`config.mk`:
```
export PLATFORM = sky130hd
export DESIGN_NAME = multicycle_adder_flat
export DESIGN_NICKNAME = d
export VERILOG_FILES = /design/src/rtl/multicycle_adder_if.sv /design/src/rtl/multicycle_adder.sv /design/src/flat_wrapper.sv
export SDC_FILE = /design/constraint.sdc
export NUM_CORES = 1
export LEC_CHECK = 0
export CAP_MARGIN = 10
export CORE_MARGIN = 5
export CORE_UTILIZATION = 40
export CTS_BUF_LIST = sky130_fd_sc_hd__clkbuf_2 sky130_fd_sc_hd__clkbuf_4 sky130_fd_sc_hd__clkbuf_8
export DETAILED_ROUTE_END_ITERATION = 7
export DONT_BUFFER_PORTS = 1
export GPL_TIMING_DRIVEN = 1
export PLACE_DENSITY_LB_ADDON = 0.25
export SLEW_MARGIN = 20
export SYNTH_ARGS = -nofsm -noshare
export SYNTH_HDL_FRONTEND = slang
export SYNTH_SLANG_ARGS = --single-unit
```
`constraint.sdc`:
```
create_clock -name clk -period 3 [get_ports clk]
set_clock_uncertainty 0.2 [all_clocks]
set_input_delay 0.45 -clock clk [delete_from_list [all_inputs] [get_ports clk]]
set_output_delay 0.45 -clock clk [all_outputs]
set_load 0.05 [all_outputs]
```
`src/rtl/multicycle_adder_if.sv`:
```
// Operand/result bundle between an ALU sequencer and the multi-cycle adder.
// The master issues operands and start; the slave returns status and result.
interface multicycle_adder_if #(
  parameter int unsigned WIDTH = 16
);
  logic             start;
  logic             sub;
  logic [WIDTH-1:0] A;
  logic [WIDTH-1:0] B;
  logic             Cin;
  logic             busy;
  logic             done;
  logic [WIDTH-1:0] S;
  logic             Cout;
  logic             Ofl;

  modport master (
    output start, sub, A, B, Cin,
    input  busy, done, S, Cout, Ofl
  );

  modport slave (
    input  start, sub, A, B, Cin,
    output busy, done, S, Cout, Ofl
  );
endinterface

```
`src/rtl/multicycle_adder.sv`:
```
// Multi-cycle ripple adder/subtractor: CHUNK bits per clock, LSB chunk first,
// with the inter-chunk carry held in a register. Start/busy/done handshake.
module multicycle_adder #(
  parameter int unsigned WIDTH = 16,
  parameter int unsigned CHUNK = 4
) (
  input  logic               clk,
  input  logic               rst,
  multicycle_adder_if.slave  bus
);

  localparam int unsigned NCHUNK = WIDTH / CHUNK;
  localparam int unsigned CNT_W  = (NCHUNK > 1) ? $clog2(NCHUNK) : 1;

  typedef enum logic [1:0] {
    IDLE = 2'd0,
    RUN  = 2'd1,
    DONE = 2'd2
  } state_t;

  state_t           state, state_n;
  logic [CNT_W-1:0] cnt, cnt_n;
  logic             carry, carry_n;
  logic [WIDTH-1:0] op_a, op_a_n;
  logic [WIDTH-1:0] op_b, op_b_n;
  logic [WIDTH-1:0] s_q, s_n;
  logic             cout_q, cout_n;
  logic             ofl_q, ofl_n;
  logic             busy_q, busy_n;
  logic             done_q, done_n;

  logic [CHUNK-1:0] a_chunk;
  logic [CHUNK-1:0] b_chunk;
  logic [CHUNK:0]   chunk_sum;
  logic             msb_carry_in;
  logic             last_chunk;

  // Select the operand chunk addressed by the counter and ripple it through.
  always_comb begin
    a_chunk = '0;
    b_chunk = '0;
    for (int unsigned k = 0; k < NCHUNK; k++) begin
      if (cnt == CNT_W'(k)) begin
        a_chunk = op_a[k*CHUNK +: CHUNK];
        b_chunk = op_b[k*CHUNK +: CHUNK];
      end
    end
    chunk_sum    = {1'b0, a_chunk} + {1'b0, b_chunk} + (CHUNK+1)'(carry);
    // Carry into the chunk's top bit recovered from that bit's sum equation.
    msb_carry_in = a_chunk[CHUNK-1] ^ b_chunk[CHUNK-1] ^ chunk_sum[CHUNK-1];
    last_chunk   = (cnt == CNT_W'(NCHUNK - 1));
  end

  // Next-state and datapath update.
  always_comb begin
    state_n = state;
    cnt_n   = cnt;
    carry_n = carry;
    op_a_n  = op_a;
    op_b_n  = op_b;
    s_n     = s_q;
    cout_n  = cout_q;
    ofl_n   = ofl_q;

    case (state)
      IDLE, DONE: begin
        if (bus.start) begin
          op_a_n  = bus.A;
          op_b_n  = bus.B ^ {WIDTH{bus.sub}};
          carry_n = bus.sub ? 1'b1 : bus.Cin;
          s_n     = '0;
          cnt_n   = '0;
          state_n = RUN;
        end else begin
          state_n = IDLE;
        end
      end
      RUN: begin
        for (int unsigned k = 0; k < NCHUNK; k++) begin
          if (cnt == CNT_W'(k)) begin
            s_n[k*CHUNK +: CHUNK] = chunk_sum[CHUNK-1:0];
          end
        end
        carry_n = chunk_sum[CHUNK];
        if (last_chunk) begin
          cout_n  = chunk_sum[CHUNK];
          ofl_n   = msb_carry_in ^ chunk_sum[CHUNK];
          state_n = DONE;
        end else begin
          cnt_n = cnt + CNT_W'(1);
        end
      end
      default: state_n = IDLE;
    endcase

    busy_n = (state_n == RUN);
    done_n = (state_n == DONE);
  end

  // State and registered outputs.
  always_ff @(posedge clk or posedge rst) begin
    if (rst) begin
      state  <= IDLE;
      cnt    <= '0;
      carry  <= 1'b0;
      op_a   <= '0;
      op_b   <= '0;
      s_q    <= '0;
      cout_q <= 1'b0;
      ofl_q  <= 1'b0;
      busy_q <= 1'b0;
      done_q <= 1'b0;
    end else begin
      state  <= state_n;
      cnt    <= cnt_n;
      carry  <= carry_n;
      op_a   <= op_a_n;
      op_b   <= op_b_n;
      s_q    <= s_n;
      cout_q <= cout_n;
      ofl_q  <= ofl_n;
      busy_q <= busy_n;
      done_q <= done_n;
    end
  end

  assign bus.busy = busy_q;
  assign bus.done = done_q;
  assign bus.S    = s_q;
  assign bus.Cout = cout_q;
  assign bus.Ofl  = ofl_q;

endmodule

```
`src/flat_wrapper.sv`:
```
// flat-port wrapper written by rule: the top's interface ports become plain ports
module multicycle_adder_flat 
#(
  parameter int unsigned WIDTH = 16,
  parameter int unsigned CHUNK = 4
)
  (clk, rst, bus_start, bus_sub, bus_A, bus_B, bus_Cin, bus_busy, bus_done, bus_S, bus_Cout, bus_Ofl);
  multicycle_adder_if #(.WIDTH(WIDTH)) bus_i ();
  input  logic clk;
  input  logic rst;
  input wire logic [$bits(bus_i.start)-1:0] bus_start;
  input wire logic [$bits(bus_i.sub)-1:0] bus_sub;
  input wire logic [$bits(bus_i.A)-1:0] bus_A;
  input wire logic [$bits(bus_i.B)-1:0] bus_B;
  input wire logic [$bits(bus_i.Cin)-1:0] bus_Cin;
  output wire logic [$bits(bus_i.busy)-1:0] bus_busy;
  output wire logic [$bits(bus_i.done)-1:0] bus_done;
  output wire logic [$bits(bus_i.S)-1:0] bus_S;
  output wire logic [$bits(bus_i.Cout)-1:0] bus_Cout;
  output wire logic [$bits(bus_i.Ofl)-1:0] bus_Ofl;
  assign bus_i.start = bus_start;
  assign bus_i.sub = bus_sub;
  assign bus_i.A = bus_A;
  assign bus_i.B = bus_B;
  assign bus_i.Cin = bus_Cin;
  assign bus_busy = bus_i.busy;
  assign bus_done = bus_i.done;
  assign bus_S = bus_i.S;
  assign bus_Cout = bus_i.Cout;
  assign bus_Ofl = bus_i.Ofl;
  multicycle_adder #(.WIDTH(WIDTH), .CHUNK(CHUNK)) u_core (.clk(clk), .rst(rst), .bus(bus_i));
endmodule
```
==> results of run 1 <==
## power by group
group	leakage (nW)	switching, mW	total (mW)	internal (mW)
Sequential	0.711	0.555	1.67	1.11
Combinational	0.620	1.01	1.89	0.884
Clock	0.109	0.305	0.777	0.472
## final cells by class
cell class / instances / share of cell area, %
multi-input cells: 181 / 41.33
flip-flops and latches: 57 / 44.54
clock buffers: 10 / 4.098
well taps: 96 / 3.747
inverters: 7 / 0.8197
clock inverters: 6 / 2.576
repair buffers: 12 / 2.888
## sequential cells by signal (all words and copies together) (netlist names)
register         cells
u_core.bus.S        16
u_core.op_a         16
u_core.op_b         16
u_core.cnt           2
u_core.state         2
u_core.bus.Cout      1
u_core.bus.Ofl       1
u_core.bus.busy      1
u_core.bus.done      1
u_core.carry         1
## cells by family (layout without fill, tap and decap cells)
logic type      after synthesis  after routing
xor+xnor                     19             19
fa+ha+maj                     9              9
simple gates                 75             75
mux                          16             16
compound gates               62             62
flops                        57             57
buf+inv                      23             35
## cells in the mapped netlist (3+ instances only)
master                     count
sky130_fd_sc_hd__xnor2_1      17
sky130_fd_sc_hd__nand3_1      19
sky130_fd_sc_hd__nand2b_1      3
sky130_fd_sc_hd__nor3_1        3
sky130_fd_sc_hd__a21oi_1      13
sky130_fd_sc_hd__buf_6         5
sky130_fd_sc_hd__nand3b_1      4
sky130_fd_sc_hd__dfrtp_1      57
sky130_fd_sc_hd__inv_1         7
sky130_fd_sc_hd__ha_1          7
sky130_fd_sc_hd__o21ai_1       7
sky130_fd_sc_hd__nor2b_1       8
sky130_fd_sc_hd__buf_2         7
sky130_fd_sc_hd__o21ai_0      33
sky130_fd_sc_hd__mux2_4       16
sky130_fd_sc_hd__nand2_1      31
## worst max-delay path: stages (launching register included)
cell and delay (ps):
sky130_fd_sc_hd__dfrtp_1 410, sky130_fd_sc_hd__buf_4 150, sky130_fd_sc_hd__ha_1 290, sky130_fd_sc_hd__nor3_2 220
sky130_fd_sc_hd__a21oi_1 80, sky130_fd_sc_hd__fa_2 400, sky130_fd_sc_hd__fa_1 390, sky130_fd_sc_hd__buf_4 150
sky130_fd_sc_hd__xor2_1 290, sky130_fd_sc_hd__o21ai_0 160
## per-layer routing
metal | vias up | part of all wire, %
li1 | 904 | -
met4 | 0 | 1.4
met5 | - | 0
met3 | 10 | 7.2
met1 | 861 | 46
met2 | 42 | 45
## metrics by stage
stage | power [mW] | hold slack (ps) | setup TNS, ps | utilization (%) | cell area, um^2
after global placement | 3.417 | 188.0 | 0 | 42.56 | 2908
after floorplan | 3.019 | 242.2 | 0 | - | 2835
after CTS | 4.246 | 31.02 | 0 | 45.88 | 3134
final | 4.336 | 54.00 | 0 | 46.92 | 3206
after global routing | 4.697 | 16.56 | -33.87 | 46.92 | 3206
after detailed placement | 3.440 | 194.3 | 0 | 42.56 | 2908
## worst paths after layout
check                                            from                     endpoint  slack [ps]  cells after the start
hold / removal                               bus_A[1]   u_core.op_a[1]$_DFFE_PP0P_          50                      1
hold reg to reg            u_core.op_b[0]$_DFFE_PP0P_   u_core.op_b[0]$_DFFE_PP0P_         280                      2
setup / recovery            u_core.cnt[1]$_DFFE_PP0P_  u_core.bus.S[6]$_DFFE_PP0P_         110                      9
setup reg to reg            u_core.cnt[1]$_DFFE_PP0P_  u_core.bus.S[6]$_DFFE_PP0P_         110                      9
min in group asynchronous                         rst   u_core.op_a[5]$_DFFE_PP0P_         390                      2
max in group asynchronous                         rst    u_core.cnt[0]$_DFFE_PP0P_        1370                      3
## timing repair
action | in CTS | in global routing
gates cloned | 0 | 0
setup buffers | 0 | 2
hold buffers | 1 | 0
endpoints found under the setup margin | 2 | 11
resized for setup | 1 | 13
pin swaps | 0 | 1
endpoints found under the hold margin | 22 | 0
==> out/results.md, run 1 <==
| Result | Value |
| --- | --- |
| Result of the run | complete, no violations |
| Number of synthesized flops with an enable pin | 0 |
| Post-synth top flop | sky130_fd_sc_hd__dfrtp_1 |
| Category of the worst setup path capture point | flip-flop |
| Max IR drop VDD | 0.4953 mV |
| Met1 usage in global routing | 18.60% |
| Row count | 30 |
| DP Cell Count | 350 |
| Startpoint class of the critical path | flip-flop |
| Number of filler instances in the final layout | 646 |
| Simple logic cell fraction of the synthesized area | 13.37% |
| Inserted Diodes | 0 |
| Footprint of the multi-input gates | 1325 um^2 |
| Largest net degree at the start of global routing | 71 |
| Violation count after the first detailed-route iteration | 76 |
| Total half-perimeter wirelength after legalization and detailed placement | 4.132 mm |
| Share of synthesized area occupied by flip-flops and latches | 50.31% |
| Leakage power of the design | 1.440 nW |
| Routed via count | 1,817 |
| H-tree depth | 3 |
| Clk buf depth | 2 |
| Final RePlAce weighted congestion | 0.7719 |
| Number of synthesized register bits | 57 |
| Arithmetic-cell share of the synthesized area counting full adders, half adders and majority gates | 4.501% |
| Complex-gate fraction of the synthesized area | 12.49% |
| Wirelength per Cell | 15.86 um |
| Area share of the leading cell type in the synthesized netlist | 50.31% |
| Largest area contributor in the synthesized netlist | sky130_fd_sc_hd__dfrtp_1 |
| Clock Tree Root | sky130_fd_sc_hd__clkbuf_8 |
| Total overflow reported by the global router | 0 |
| Number of remaining DRC errors | 0 |
| GRT busiest layer | met2 |
| Initial core utilization | 41.50% |
| CTS tree | built |
| DRT antenna net count | 0 |
| Die height | 94.19 um |
| GRT Total Usage | 14.42% |
| Power per Cell Area | 1353 nW/um^2 |
| Warning count from the yosys run | 0 |
| Full die area | 8872 um^2 |
| Part of the cycle the worst path needs | 96.39% |
| Worst-skew pair later-pin latency | 340 ps |
| Biggest area contributors in the synthesized netlist | sky130_fd_sc_hd__dfrtp_1, sky130_fd_sc_hd__mux2_4, sky130_fd_sc_hd__o21ai_0 |
| Non-filler cells, final | 369 |
| TritonCTS Buffers | 9 |
| Vias in the first global route | 1,895 |
| Num ports | 57 |
| Final count of negative-setup-slack endpoints | 0 |
| Total length of routed wires | 5.852 mm |
| Post-synthesis share of cell area spent on xor and xnor gates | 5.869% |
| Transition at the pin with the smallest max-transition slack | 827.9 ps |
| Share of post-route cells with drive strength above 1 | 22.71% |
| Post-synthesis mux area share | 8.473% |
| Number of instances in the synthesized netlist | 261 |
| Clk sink count | 57 |
| Proportion of register bits with asynchronous set or reset after synthesis | 100.0% |
| Number of nets produced by synthesis | 307 |
| Worst Path Max Fanout | 8 |
| Worst Path Required | 3000 ps |
| Final #Nets | 314 |
| Router iterations before antenna repair | 4 |
| Wire length of the first global-routing pass | 9.591 mm |
| Floorplan core area | 6832 um^2 |
| Arrival time at the worst endpoint | 2890 ps |
| Met3 layer usage reported by global route | 7.853% |
| Final-report max-slew violation count | 0 |
| Die outline width | 94.19 um |
| Largest family of logic cells by synthesized area | simple AND/OR/NAND/NOR gates |
| CTS clk-pin slew, worst paths | 70 ps |
| Type of the worst min-delay path | primary input to flip-flop |
| Worst max-slew margin expressed relative to the limit | 44.81% |
| Maximum capacitance violations | 0 |
| Storage cell area | 1428 um^2 |
| Via density | 4.924 |
| Shortest period the worst path allows | 2892 ps |
| Worst slack at placement | 36.80 ps |
| Met2 demand-to-capacity share in global routing | 20.51% |
| Most common cell after layout, fill and taps aside | sky130_fd_sc_hd__dfrtp_1 |
| Number of port buffers | 0 |
| Initial antenna violation count | 0 |
| Netlist area before placement | 2835 um^2 |
| Worst setup margin | 108.3 ps |
| Class of the most critical setup path | flip-flop to flip-flop |
| Most used cells in the layout excluding fill and tap cells | sky130_fd_sc_hd__dfrtp_1, sky130_fd_sc_hd__o21ai_0, sky130_fd_sc_hd__nand2_1 |
| Count of different cell masters after synthesis | 32 |
| Highest achievable clock rate | 345.8 MHz |
| Mean cell area of the mapped netlist | 10.86 um^2 |
| Fin. Hold Viols | 0 |
| Layout overhead on the synthesized area | 13.06% |
Power figures use the tool's default switching activity.
==> run 2: changes to the inputs <==
--- a/config.mk
+++ b/config.mk
@@ -13,6 +13,7 @@
 export DONT_BUFFER_PORTS = 1
 export GPL_TIMING_DRIVEN = 1
 export PLACE_DENSITY_LB_ADDON = 0.25
+export SETUP_SLACK_MARGIN = 0.3
 export SLEW_MARGIN = 20
 export SYNTH_ARGS = -nofsm -noshare
 export SYNTH_HDL_FRONTEND = slang
==> run 2 against run 1 <==
  * Final cell count rose by 1.6%
  * Register-to-register slack better by 170 ps
  * Die area unchanged
  * Global-route usage fell by 0.14 points
  * Setup slack improved by 170 ps
  * Design area is 3.8% higher
  * Critical path depth up 2
  * Hold slack worse by 2.2 ps
  * Clock-buffer cell count is 1 lower
  * Utilization up 1.8 points
  * Fmax is 6.2% higher
  * Critical endpoint is now u_core.bus.Ofl$_DFFE_PP0P_
==> out/results.md, run 2 (synthesis results as in run 1) <==
| Result | Value | vs previous |
| --- | --- | --- |
| Worst flop-to-flop path startpoint | u_core.cnt[0]$_DFFE_PP0P_ |  |
| GRT Total Usage | 14.28% | -0.14 points |
| Storage cell area | 1429 um^2 | about the same |
| Footprint of the multi-input gates | 1390 um^2 | +4.9% |
| Violation count after the first detailed-route iteration | 52 | -32% |
| Most common cell after layout, fill and taps aside | sky130_fd_sc_hd__dfrtp_1 |  |
| Largest net degree at the start of global routing | 71 | unchanged |
| Aggregate negative setup slack | 0 ps | unchanged |
| Router iterations before antenna repair | 4 | unchanged |
| DP Cell Count | 345 | -1.4% |
| Post-Place Cell Area | 2898 um^2 | -0.34% |
| Number of port buffers | 0 | unchanged |
| Final #Nets | 320 | +1.9% |
| CTS clk-pin slew, worst paths | 70 ps | about the same |
| Worst-skew pair later-pin latency | 340 ps | about the same |
| Num ports | 57 | unchanged |
| Result of the run | complete, no violations |  |
| Final count of negative-setup-slack endpoints | 0 | unchanged |
| Category of the worst setup path capture point | flip-flop |  |
| Non-filler cells, final | 375 | +1.6% |
| Clk sink count | 57 | unchanged |
| Final-report max-slew violation count | 0 | unchanged |
| Register-to-register path setup slack | 280 ps | +170 ps |
| Type of the worst min-delay path | primary input to flip-flop |  |
| Transition at the pin with the smallest max-transition slack | 824.7 ps | -3.144 ps |
| TritonCTS Buffers | 9 | unchanged |
| Most used cells in the layout excluding fill and tap cells | sky130_fd_sc_hd__dfrtp_1, sky130_fd_sc_hd__o21ai_0, sky130_fd_sc_hd__nand2_1 |  |
| Part of the cycle the worst path needs | 90.80% | -5.6 points |
| Non-Filler Cell Area, Final | 3327 um^2 | +3.8% |
| Via density | 4.872 | -1.1% |
| Worst setup margin | 276.0 ps | +167.7 ps |
| Clock Tree Root | sky130_fd_sc_hd__clkbuf_8 |  |
| Power per Cell Area | 1406 nW/um^2 | +4.0% |
| CTS tree | built |  |
| Initial antenna violation count | 0 | unchanged |
| Initial core utilization | 41.50% | unchanged |
| Startpoint class of the critical path | flip-flop |  |
| Maximum capacitance violations | 0 | unchanged |
| Worst Path Required | 3070 ps | +70 ps |
| Full die area | 8872 um^2 | unchanged |
| Worst max-slew margin expressed relative to the limit | 45.02% | +0.21 points |
| Highest achievable clock rate | 367.1 MHz | +6.2% |
| Total overflow reported by the global router | 0 | unchanged |
| RSZ-0062 raised after global routing | true |  |
| Fin. Hold Viols | 0 | unchanged |
| Row count | 30 | unchanged |
| H-tree depth | 3 | unchanged |
| Timing startpoint of the critical path | u_core.cnt[0]$_DFFE_PP0P_ |  |
| Leakage power of the design | 1.486 nW | +3.2% |
| Worst slack at placement | 150.8 ps | +114.0 ps |
| Total Power Consumption | 4.678 mW | +7.9% |
| Floorplan core area | 6832 um^2 | unchanged |
| Clk buf depth | 2 | unchanged |
| Wire length of the first global-routing pass | 9.515 mm | -0.79% |
| Vias in the first global route | 1,905 | +0.53% |
| Inserted Diodes | 0 | unchanged |
| Layout overhead on the synthesized area | 17.34% |  |
| Number of filler instances in the final layout | 659 | +2.0% |
| Die outline width | 94.19 um | unchanged |
| Class of the most critical setup path | flip-flop to flip-flop |  |
| Arrival time at the worst endpoint | 2800 ps | -90 ps |
| Number of remaining DRC errors | 0 | unchanged |
| Final RePlAce weighted congestion | 0.7484 | -3.0% |
| Routed via count | 1,827 | +0.55% |
| Die height | 94.19 um | unchanged |
| DRT antenna net count | 0 | unchanged |
| Worst Path Max Fanout | 7 | -1 |
| Total half-perimeter wirelength after legalization and detailed placement | 3.998 mm | -3.3% |
| Wirelength per Cell | 15.66 um | -1.2% |
| Worst hold start | bus_A[15] |  |
| Shortest period the worst path allows | 2724 ps | -167.7 ps |
| Max IR drop VDD | 0.4100 mV | -17% |
| Share of post-route cells with drive strength above 1 | 28.67% | +6.0 points |
| Total length of routed wires | 5.873 mm | +0.36% |
## run 2: where the power goes
| part | switching (mW) | internal (mW) |
|---|---|---|
| Clock | 0.327 | 0.474 |
| Sequential | 0.581 | 1.12 |
| Combinational | 1.12 | 1.07 |
| Total | 2.02 | 2.65 |
## run 2: worst max-delay path: stages (launching register included)
cell and delay (ps):
sky130_fd_sc_hd__dfrtp_2 450, sky130_fd_sc_hd__ha_4 210, sky130_fd_sc_hd__nor2b_1 160, sky130_fd_sc_hd__a221oi_2 90, sky130_fd_sc_hd__nor3_2 150, sky130_fd_sc_hd__a21oi_1 70, sky130_fd_sc_hd__fa_2 370, sky130_fd_sc_hd__fa_2 400
sky130_fd_sc_hd__nand2b_4 150, sky130_fd_sc_hd__o2bb2ai_2 130, sky130_fd_sc_hd__xor2_1 160, sky130_fd_sc_hd__o21ai_1 120
## run 2: per-stage QoR
stage               util, %  hold slack [ps]
finish                48.70            51.85
global route          48.70            24.64
CTS                   46.63            28.55
detailed placement    42.42            273.0
global placement      42.42            267.1
floorplan                 -            242.2
## run 2: path summary, 6_finish.rpt
check / end / cells after the start
worst min register to register: u_core.op_b[6]$_DFFE_PP0P_ / 2
max in group asynchronous: u_core.cnt[1]$_DFFE_PP0P_ / 3
worst max-delay path: u_core.bus.Ofl$_DFFE_PP0P_ / 11
worst max register to register: u_core.bus.Ofl$_DFFE_PP0P_ / 11
min in group asynchronous: u_core.bus.busy$_DFF_PP0_ / 3
worst min-delay path: u_core.op_a[15]$_DFFE_PP0P_ / 1
## run 2: cell type report
class                   count  area share (%)
multi-input cells         181           41.78
clock buffers               9           3.723
inverters                   7          0.7898
flip-flops and latches     57           42.95
clock inverters             7           3.084
repair buffers             18           4.062
well taps                  96           3.610
## run 2: timing repair
action,in CTS,in global routing
gates resized for setup,4,17
setup buffers,5,8
hold buffers,1,0
pin swaps,1,7
cloned,0,0
endpoints found under the hold margin,12,0
setup endpoints to repair,11,15
## run 2: routing by layer
layer  part of all wire (%)  track usage (%)  routed length, um
met3                    6.2            4.728                363
met5                      0                0                  0
met4                    1.4            7.581                 82
met1                     48            18.35               2812
met2                     44            21.16               2613
